`src/rtl/mem_bus_pkg.sv`:
```
// Shared types and constants for the memory-bus responder.
// State encoding, I/O window offsets and the top of RAM.
package mem_bus_pkg;

    typedef enum logic [1:0] {
        IDLE,
        WAIT,
        RESP
    } state_t;

    localparam logic [1:0] IO_LED  = 2'd0;
    localparam logic [1:0] IO_SW   = 2'd1;
    localparam logic [1:0] IO_CNT  = 2'd2;
    localparam logic [1:0] IO_STAT = 2'd3;

    localparam logic [7:0] RAM_TOP = 8'hEF;

endpackage

```
`src/rtl/mem_responder_if.sv`:
```
// Processor memory bus: request, address, data and response.
// The initiator holds a request until it sees ready.
interface mem_responder_if;

    logic       MemRead;
    logic       wren;
    logic [7:0] address;
    logic [7:0] data;
    logic [7:0] q;
    logic       ready;

    modport master (
        output MemRead, wren, address, data,
        input  q, ready
    );

    modport slave (
        input  MemRead, wren, address, data,
        output q, ready
    );

endinterface

```
`src/rtl/mem_io_regs.sv`:
```
// I/O window registers: LED latch, free-running counter,
// sticky error status, and the read mux for the window.
module mem_io_regs
    import mem_bus_pkg::*;
#(
    parameter int CNT_W = 8
) (
    input  logic       clock,
    input  logic       reset,
    input  logic [7:0] sw_in,
    input  logic       led_we,
    input  logic [7:0] wdata,
    input  logic       set_err,
    input  logic [1:0] rd_off,
    output logic [7:0] led_out,
    output logic       err,
    output logic [7:0] rd_data
);

    localparam logic [CNT_W-1:0] CNT_ONE = {{(CNT_W-1){1'b0}}, 1'b1};

    logic [CNT_W-1:0] cnt;

    always_ff @(posedge clock or negedge reset) begin
        if (!reset) begin
            led_out <= '0;
            err     <= 1'b0;
            cnt     <= '0;
        end else begin
            cnt <= cnt + CNT_ONE;
            if (led_we)
                led_out <= wdata;
            if (set_err)
                err <= 1'b1;
        end
    end

    always_comb begin
        rd_data = '0;
        unique case (rd_off)
            IO_LED:  rd_data = led_out;
            IO_SW:   rd_data = sw_in;
            IO_CNT:  rd_data = 8'(cnt);
            IO_STAT: rd_data = {7'b0, err};
            default: rd_data = '0;
        endcase
    end

endmodule

```
`src/rtl/mem_responder.sv`:
```
// Memory-bus responder: RAM below the I/O window, wait-state FSM,
// one-cycle ready pulse after each committed access.
module mem_responder
    import mem_bus_pkg::*;
#(
    parameter int         WAIT_CYCLES = 2,
    parameter logic [7:0] IO_BASE     = 8'hF0,
    parameter int         CNT_W       = 8
) (
    input  logic             clock,
    input  logic             reset,
    mem_responder_if.slave   bus,
    input  logic [7:0]       sw_in,
    output logic [7:0]       led_out,
    output logic             err
);

    localparam logic [3:0] WAIT_M1 =
        (WAIT_CYCLES == 0) ? 4'd0 : 4'(WAIT_CYCLES - 1);

    state_t     state;
    logic [3:0] wcnt;
    logic [7:0] a_q;
    logic [7:0] d_q;
    logic       wr_q;
    logic [7:0] ram [0:RAM_TOP];

    logic       req;
    logic       go_resp;
    logic [7:0] cur_addr;
    logic [7:0] cur_data;
    logic       cur_wr;
    logic [7:0] io_off;
    logic       in_io;
    logic       in_ram;
    logic [7:0] io_rd;
    logic [7:0] rd_val;
    logic       ram_we;
    logic       led_we;
    logic       set_err;

    assign req = bus.MemRead | bus.wren;

    // With zero wait states the commit edge is the acceptance edge,
    // so the live bus values are used instead of the latched copy.
    assign cur_addr = (state == IDLE) ? bus.address : a_q;
    assign cur_data = (state == IDLE) ? bus.data    : d_q;
    assign cur_wr   = (state == IDLE) ? bus.wren    : wr_q;

    assign io_off = cur_addr - IO_BASE;
    assign in_io  = io_off < 8'd4;
    assign in_ram = (cur_addr <= RAM_TOP) && !in_io;

    always_comb begin
        go_resp = 1'b0;
        unique case (state)
            IDLE:    go_resp = req && (WAIT_CYCLES == 0);
            WAIT:    go_resp = req && (wcnt == 4'd0);
            default: go_resp = 1'b0;
        endcase
    end

    assign ram_we  = go_resp && cur_wr && in_ram && reset;
    assign led_we  = go_resp && cur_wr && in_io &&
                     (io_off[1:0] == IO_LED);
    assign set_err = (state == IDLE) && bus.MemRead && bus.wren;

    always_comb begin
        rd_val = '0;
        if (in_io)
            rd_val = io_rd;
        else if (in_ram)
            rd_val = ram[cur_addr];
    end

    mem_io_regs #(
        .CNT_W (CNT_W)
    ) u_io (
        .clock   (clock),
        .reset   (reset),
        .sw_in   (sw_in),
        .led_we  (led_we),
        .wdata   (cur_data),
        .set_err (set_err),
        .rd_off  (io_off[1:0]),
        .led_out (led_out),
        .err     (err),
        .rd_data (io_rd)
    );

    always_ff @(posedge clock) begin
        if (ram_we)
            ram[cur_addr] <= cur_data;
    end

    always_ff @(posedge clock or negedge reset) begin
        if (!reset) begin
            state     <= IDLE;
            wcnt      <= '0;
            a_q       <= '0;
            d_q       <= '0;
            wr_q      <= 1'b0;
            bus.q     <= '0;
            bus.ready <= 1'b0;
        end else begin
            bus.ready <= 1'b0;
            if (go_resp && !cur_wr)
                bus.q <= rd_val;
            unique case (state)
                IDLE: if (req) begin
                    a_q   <= bus.address;
                    d_q   <= bus.data;
                    wr_q  <= bus.wren;
                    wcnt  <= WAIT_M1;
                    state <= (WAIT_CYCLES == 0) ? RESP : WAIT;
                end
                WAIT: begin
                    if (!req)
                        state <= IDLE;
                    else if (wcnt == 4'd0)
                        state <= RESP;
                    else
                        wcnt <= wcnt - 4'd1;
                end
                RESP: begin
                    bus.ready <= 1'b1;
                    state     <= IDLE;
                end
                default: state <= IDLE;
            endcase
        end
    end

endmodule

```
`src/flat_wrapper.sv`:
```
// flat-port wrapper written by rule: the top's interface ports become plain ports
module mem_responder_flat import mem_bus_pkg::*;
#(
    parameter int         WAIT_CYCLES = 2,
    parameter logic [7:0] IO_BASE     = 8'hF0,
    parameter int         CNT_W       = 8
)
  (clock, reset, sw_in, led_out, err, bus_MemRead, bus_wren, bus_address, bus_data, bus_q, bus_ready);
  mem_responder_if bus_i ();
  input  logic clock;
  input  logic reset;
  input  logic [7:0] sw_in;
  output logic [7:0] led_out;
  output logic err;
  input wire logic [$bits(bus_i.MemRead)-1:0] bus_MemRead;
  input wire logic [$bits(bus_i.wren)-1:0] bus_wren;
  input wire logic [$bits(bus_i.address)-1:0] bus_address;
  input wire logic [$bits(bus_i.data)-1:0] bus_data;
  output wire logic [$bits(bus_i.q)-1:0] bus_q;
  output wire logic [$bits(bus_i.ready)-1:0] bus_ready;
  assign bus_i.MemRead = bus_MemRead;
  assign bus_i.wren = bus_wren;
  assign bus_i.address = bus_address;
  assign bus_i.data = bus_data;
  assign bus_q = bus_i.q;
  assign bus_ready = bus_i.ready;
  mem_responder #(.WAIT_CYCLES(WAIT_CYCLES), .IO_BASE(IO_BASE), .CNT_W(CNT_W)) u_core (.clock(clock), .reset(reset), .bus(bus_i), .sw_in(sw_in), .led_out(led_out), .err(err));
endmodule
```
`config.mk`:
```
export PLATFORM = sky130hd
export DESIGN_NAME = mem_responder_flat
export DESIGN_NICKNAME = d
export VERILOG_FILES = /design/src/rtl/mem_bus_pkg.sv /design/src/rtl/mem_responder_if.sv /design/src/rtl/mem_io_regs.sv /design/src/rtl/mem_responder.sv /design/src/flat_wrapper.sv
export SDC_FILE = /design/constraint.sdc
export NUM_CORES = 2
export LEC_CHECK = 0
export CAP_MARGIN = 20
export CORE_ASPECT_RATIO = 1.4
export CORE_MARGIN = 2
export CORE_UTILIZATION = 32
export DETAILED_ROUTE_END_ITERATION = 6
export PLACE_DENSITY = 0.55
export SKIP_CTS_REPAIR_TIMING = 1
export SLEW_MARGIN = 20
export SYNTH_ARGS = -nofsm -noshare
export SYNTH_HDL_FRONTEND = slang
export SYNTH_SLANG_ARGS = --single-unit
```
`constraint.sdc`:
```
create_clock -name clock -period 13.8 [get_ports clock]
set_input_delay 1.38 -clock clock [delete_from_list [all_inputs] [get_ports clock]]
set_output_delay 1.38 -clock clock [all_outputs]
set_load 0.005 [all_outputs]
```
Word-level counts from Yosys, hierarchy flattened --
Memories as Yosys holds them, arrays and structs flattened. Index checks and enable logic that the tools add are counted.
Operators by class: multiplexer cells 18, $add $sub $neg 3, $lt $le $gt $ge 2, reductions and logical operators 19, eq/ne operators 9, bitwise gates (word level) 1
Operator list (number):
- 2-to-1 mux 8 bit | 4
- one-hot mux 8 bit (4 select lines) | 1
- 2-to-1 mux 4 bit | 3
- logical AND 1 bit | 10
- adder 8 x 1 -> 8 bit, second input constant | 1
- <= comparator 8 bit, second input constant | 1
- less-than comparator 8 x 3 -> 1 bit, second input constant | 1
- one-hot mux 4 bit (2 select lines) | 1
- subtractor 8 bit, second input constant | 1
- == test 2 bit, second input constant | 3
- 2-to-1 mux 2 bit | 3
- 2-to-1 mux 1 bit | 5
- == test 2 x 1 -> 1 bit, second input constant | 2
- logical NOT 2 bit | 2
- logical NOT 4 bit | 1
- inequality test 2 x 1 -> 1 bit, second input constant | 2
- one-hot mux 2 bit (2 select lines) | 1
- AND reduction 2 bit | 2
- AND reduction 4 bit | 1
- subtractor 4 x 1 -> 4 bit, second input constant | 1
- inequality test 3 bit, second input constant | 1
- logical NOT 1 bit | 2
- inequality test 2 bit, second input constant | 1
- nonzero test 2 bit | 1
- OR 1 bit | 1
Word-level totals: word-level logic and storage cells 63, register bits 49, bits in writable memories 1920, memories kept 1, output and inout port bits 18
Memories:
- u_core.ram | words 240, width 8, read ports 1, clocked after Yosys merged registers in 0, write ports 1, line mem_responder.sv:26 | logic [7:0] ram [0:RAM_TOP];

Logic depth before layout (Yosys ltp) --
depth after elaboration 10, gate-level depth with buffers 14, mapped depth without buffers 9

By module --
Synthesis repeated with hierarchy kept, for this count alone.
Second synthesis, totals: cell total of the unflattened synthesis 5273, area total of the unflattened synthesis 78031.1 um^2
By module, submodules not included:
- mem_responder | area an instance 77216.6 um^2, instances 1, cells an instance 5206
- mem_io_regs | area an instance 814.5 um^2, instances 1, cells an instance 67

Worst setup path before layout --
No wires, ideal clock.
path kind input to register, start point in bus_data[0], end point mem u_core.ram[0][0], data pin, setup time 0.786 ns, setup slack 8.715 ns, data arrival time 4.299 ns, data required time 13.014 ns, path buffers 0, stages on the path 2, cells stage by stage nand2_1 -> nand2_1
On the way: longest elaborated chain between the ends 1
Ends and longest elaborated chain:
- start, declared | line flat_wrapper.sv:18 | input wire logic [$bits(bus_i.data)-1:0] bus_data;
- 2-to-1 mux 8 bit | line mem_responder.sv:47 | assign cur_data = (state == IDLE) ? bus.data : d_q;
- named net u_core.cur_data[0] | line mem_responder.sv:31 | logic [7:0] cur_data;
- end, declared | line mem_responder.sv:26
The timed path passes the listed nets, and every way through them passes these cells.

Final worst setup path --
start point in bus_address[0], end point reg u_core.bus.q[2]
On the way: longest elaborated chain between the ends 7
Ends and longest elaborated chain:
- start, declared | line flat_wrapper.sv:17 | input wire logic [$bits(bus_i.address)-1:0] bus_address;
- 2-to-1 mux 8 bit * | line mem_responder.sv:46 | assign cur_addr = (state == IDLE) ? bus.address : a_q;
- subtractor 8 bit | line mem_responder.sv:50 | assign io_off = cur_addr - IO_BASE;
- less-than comparator 8 x 3 -> 1 bit | line mem_responder.sv:51 | assign in_io = io_off < 8'd4;
- logical NOT 1 bit | line mem_responder.sv:52 | assign in_ram = (cur_addr <= RAM_TOP) && !in_io;
- logical AND 1 bit | line mem_responder.sv:52
- 2-to-1 mux 8 bit | line mem_responder.sv:72 | else if (in_ram)
- 2-to-1 mux 8 bit * | line mem_responder.sv:70 | if (in_io)
- end signal, assigned | line mem_responder.sv:108 | bus.q <= rd_val;
- end, declared | line mem_responder_if.sv:19 | output q, ready
Every way passes the cells marked *; elsewhere a longest branch is shown, timed or not. A chain may end at the register's enable or synchronous reset.

==> reports/results.ini <==
[outcome]
outcome = complete, but fails checks
violations = DRC

[cells_and_area]
instances_no_fill = 7633
area_growth_pct = 13.70
drive_gt1_frac = 0.09780
layout.nets = 4493

[grt]
grt_pass1_wl_mm = 330.5
antenna_found_initial = 9
overflow = 0
track_usage = 0.1960
grt_pass1_vias = 43636
grt_max_degree = 213

[floorplan]
start_util = 0.3217
num_io_pins = 46
core_area_mm2 = 0.2271
fp.dieW_um = 407.9
die_h_um = 569.4
rows = 207
die_area_mm2 = 0.2323

[logic_synthesis]
synthMostInstantiatedCell = edfxtp_1
yosysWarnings = 0
async_flop_share = 0.02489
yosysSeqAreaShare = 0.8058
yosys-top-cells-area = edfxtp_1, o22ai_1, nor3_1, dfrtp_1, nor2_1
synth.top_cell.area_share = 0.7890
ys.flop_type = edfxtp_1
yosysUniqueCellTypes = 69
syn_inst = 4435
synth-seq-cells = 1969
synth_common_cells = edfxtp_1, o22ai_1, nor3_1
synth.avg_cell_area_um2 = 16.48
syn_area_mm2 = 0.07308
synth-edff-count = 1920
syn_nets = 4466
yosys.area.top_type = edfxtp_1

[placed_design]
dp_cells = 7309
dpl.hpwl_mm = 137.0
finalWeightedCongestion = 0.8609
io_buffers = 45

[cts]
cts.sinks = 1969
clk_pin_slew_ns = 0.07
worst_skew_pair.late_latency_ns = 0.84
cts_inserted_buffers = 180
cts_buffer_depth = 4
ctsHtreeMaxLevel = 4
root_buffer = clkbuf_16
cts_tree = built

[sta]
timing.hold.ws_ns = 0.4793
setup_tns_ns = 0
fmax_mhz = 168.7
hold_viol_final = 0
period_share = 0.4295
worst_pin_slew_ns = 1.148
finalWorstPathRequiredPeriod_ns = 5.928
skew_ns = 0.03945
rsz0062_at_grt = no
drv_slew = 0
setup_viol = 0
slew_headroom = 0.2248

[worst_setup_path]
crit_path_max_fanout = 86
cp_data_required_time_ns = 14.47
worstRegToRegCells = 11
critPathLaunchType = input port
path_class = input port to flip-flop
crit_arrival_ns = 6.60
r2r_setup_slack_ns = 8.03
r2r_end = u_core.bus.q[3]
worstReg2RegStart = u_core.state[0]
end_kind = flip-flop

[detailed_routing]
wl_met3_mm = 17.75
drc = 2
dr_wl_met2_mm = 117.8
drt_wl_total_mm = 235.4
via_per_inst = 5.740
wire_per_inst_um = 30.84
wl_met1_mm = 86.11
drtIter0Drc = 5886
first_pass_iters = 7
top_layer = met5
vias = 43813
postRouteAntennaNets = 0

[min_path]
hold_depth = 1
whs_endpoint = u_core.u_io.cnt[7]
worstHoldStart = u_core.u_io.cnt[7]
min_path_type = flip-flop to flip-flop

[pwr]
ir_drop_v = 0.0002376
p_total_mw = 20.59
power_density_mw_per_mm2 = 247.7
p_leak_nw = 24.76

[job]
maxCapViolations = 0

-- kinds of logic after synthesis --
logic type,share of synthesized area
flip-flops,0.8058
AO/OA/AOI/OAI,0.1057
AND/OR/NAND/NOR,0.05994
buffers and inverters,0.02176
multiplexers,0.005359
XOR/XNOR,0.0009587
adder cells (fa/ha/maj),0.0005137
-- state kept, by name, summed over array words and instances (netlist names) --
signal	cells
u_core.bus.q	8
u_core.wr_q	1
u_core.u_io.cnt	8
u_core.wcnt	4
u_core.ram	1920
u_core.state	2
u_core.a_q	8
u_core.d_q	8
u_core.u_io.led_out	8
u_core.bus.ready	1
u_core.u_io.err	1
-- cell usage in the layout, fill, tap and decap left out, types with 8 or more instances in the layout --
master	instances
nor4_2	11
or3_1	37
o311ai_0	31
buf_12	13
clkinv_2	22
mux2_2	26
nand2_4	12
o221ai_1	8
nor2_1	254
nand2_1	97
o22ai_1	832
bufinv_16	25
clkbuf_1	47
nor4_1	50
and3_1	11
o31ai_1	41
o32ai_1	8
buf_4	109
nand3_1	54
clkinv_1	29
clkdlybuf4s50_1	44
o311ai_1	9
dfrtp_1	49
nor3_1	364
o21ai_0	28
a22oi_1	9
clkbuf_16	185
a21oi_1	71
nand4_1	10
edfxtp_1	1920
a222oi_1	64
-- how the worst max path moves through the flow --
stage,from,to,cells after the start
6_report,bus_address[0],u_core.bus.q[2],11
5_1_grt,bus_address[1],u_core.bus.q[3],11
4_1_cts,bus_address[1],u_core.bus.q[3],11
3_5_place_dp,bus_address[1],u_core.bus.q[3],11
3_3_place_gp,bus_address[1],u_core.bus.q[7],11
2_1_floorplan,bus_data[0],u_core.ram[0][0],2
-- metrics by stage --
step                cell area (um2)  worst slack [ns]  utilization
floorplan                     73080             8.715            -
CTS                           83050             8.138       0.3656
detailed placement            77130             7.245       0.3396
global route                  83090             7.944       0.3658
finish                        83090             7.872       0.3658
global placement              77010             7.025       0.3390
-- layer usage --
metal	up-vias	track usage
met4	4	0.1061
met3	511	0.02960
met1	22705	0.2350
li1	18389	-
met5	-	0
met2	2204	0.3387
-- power breakdown --
| part | switching, mW | total [mW] | internal, mW | leakage [nW] |
|---|---|---|---|---|
| clock | 2.20 | 5.14 | 2.94 | 2.87 |
| sequential | 0.0793 | 7.93 | 7.85 | 17.9 |
| combinational | 5.87 | 7.52 | 1.65 | 3.96 |
| total | 8.15 | 20.6 | 12.4 | 24.8 |
-- final cells by class --
class                      instances  area (um2)
tap                             3030        3791
multi-input combinational       2136       12900
antenna                            2       5.005
sequential                      1969       58880
clock inverter                    88        1101
inverter                           4       15.01
fill                           21167      144100
clock buffer                     233        4820
timing repair buffer             171        1579
-- critical path, cell delays in order --
cell	delay [ns]
clkdlybuf4s50_1	0.55
or4_1	0.65
o31a_2	0.41
buf_12	0.31
buf_4	0.58
o22ai_1	0.28
nor3_1	0.09
o311ai_1	0.90
o311ai_0	0.40
a21oi_1	0.55
o41ai_1	0.19
No activity file was read; power rests on OpenSTA's default activity.
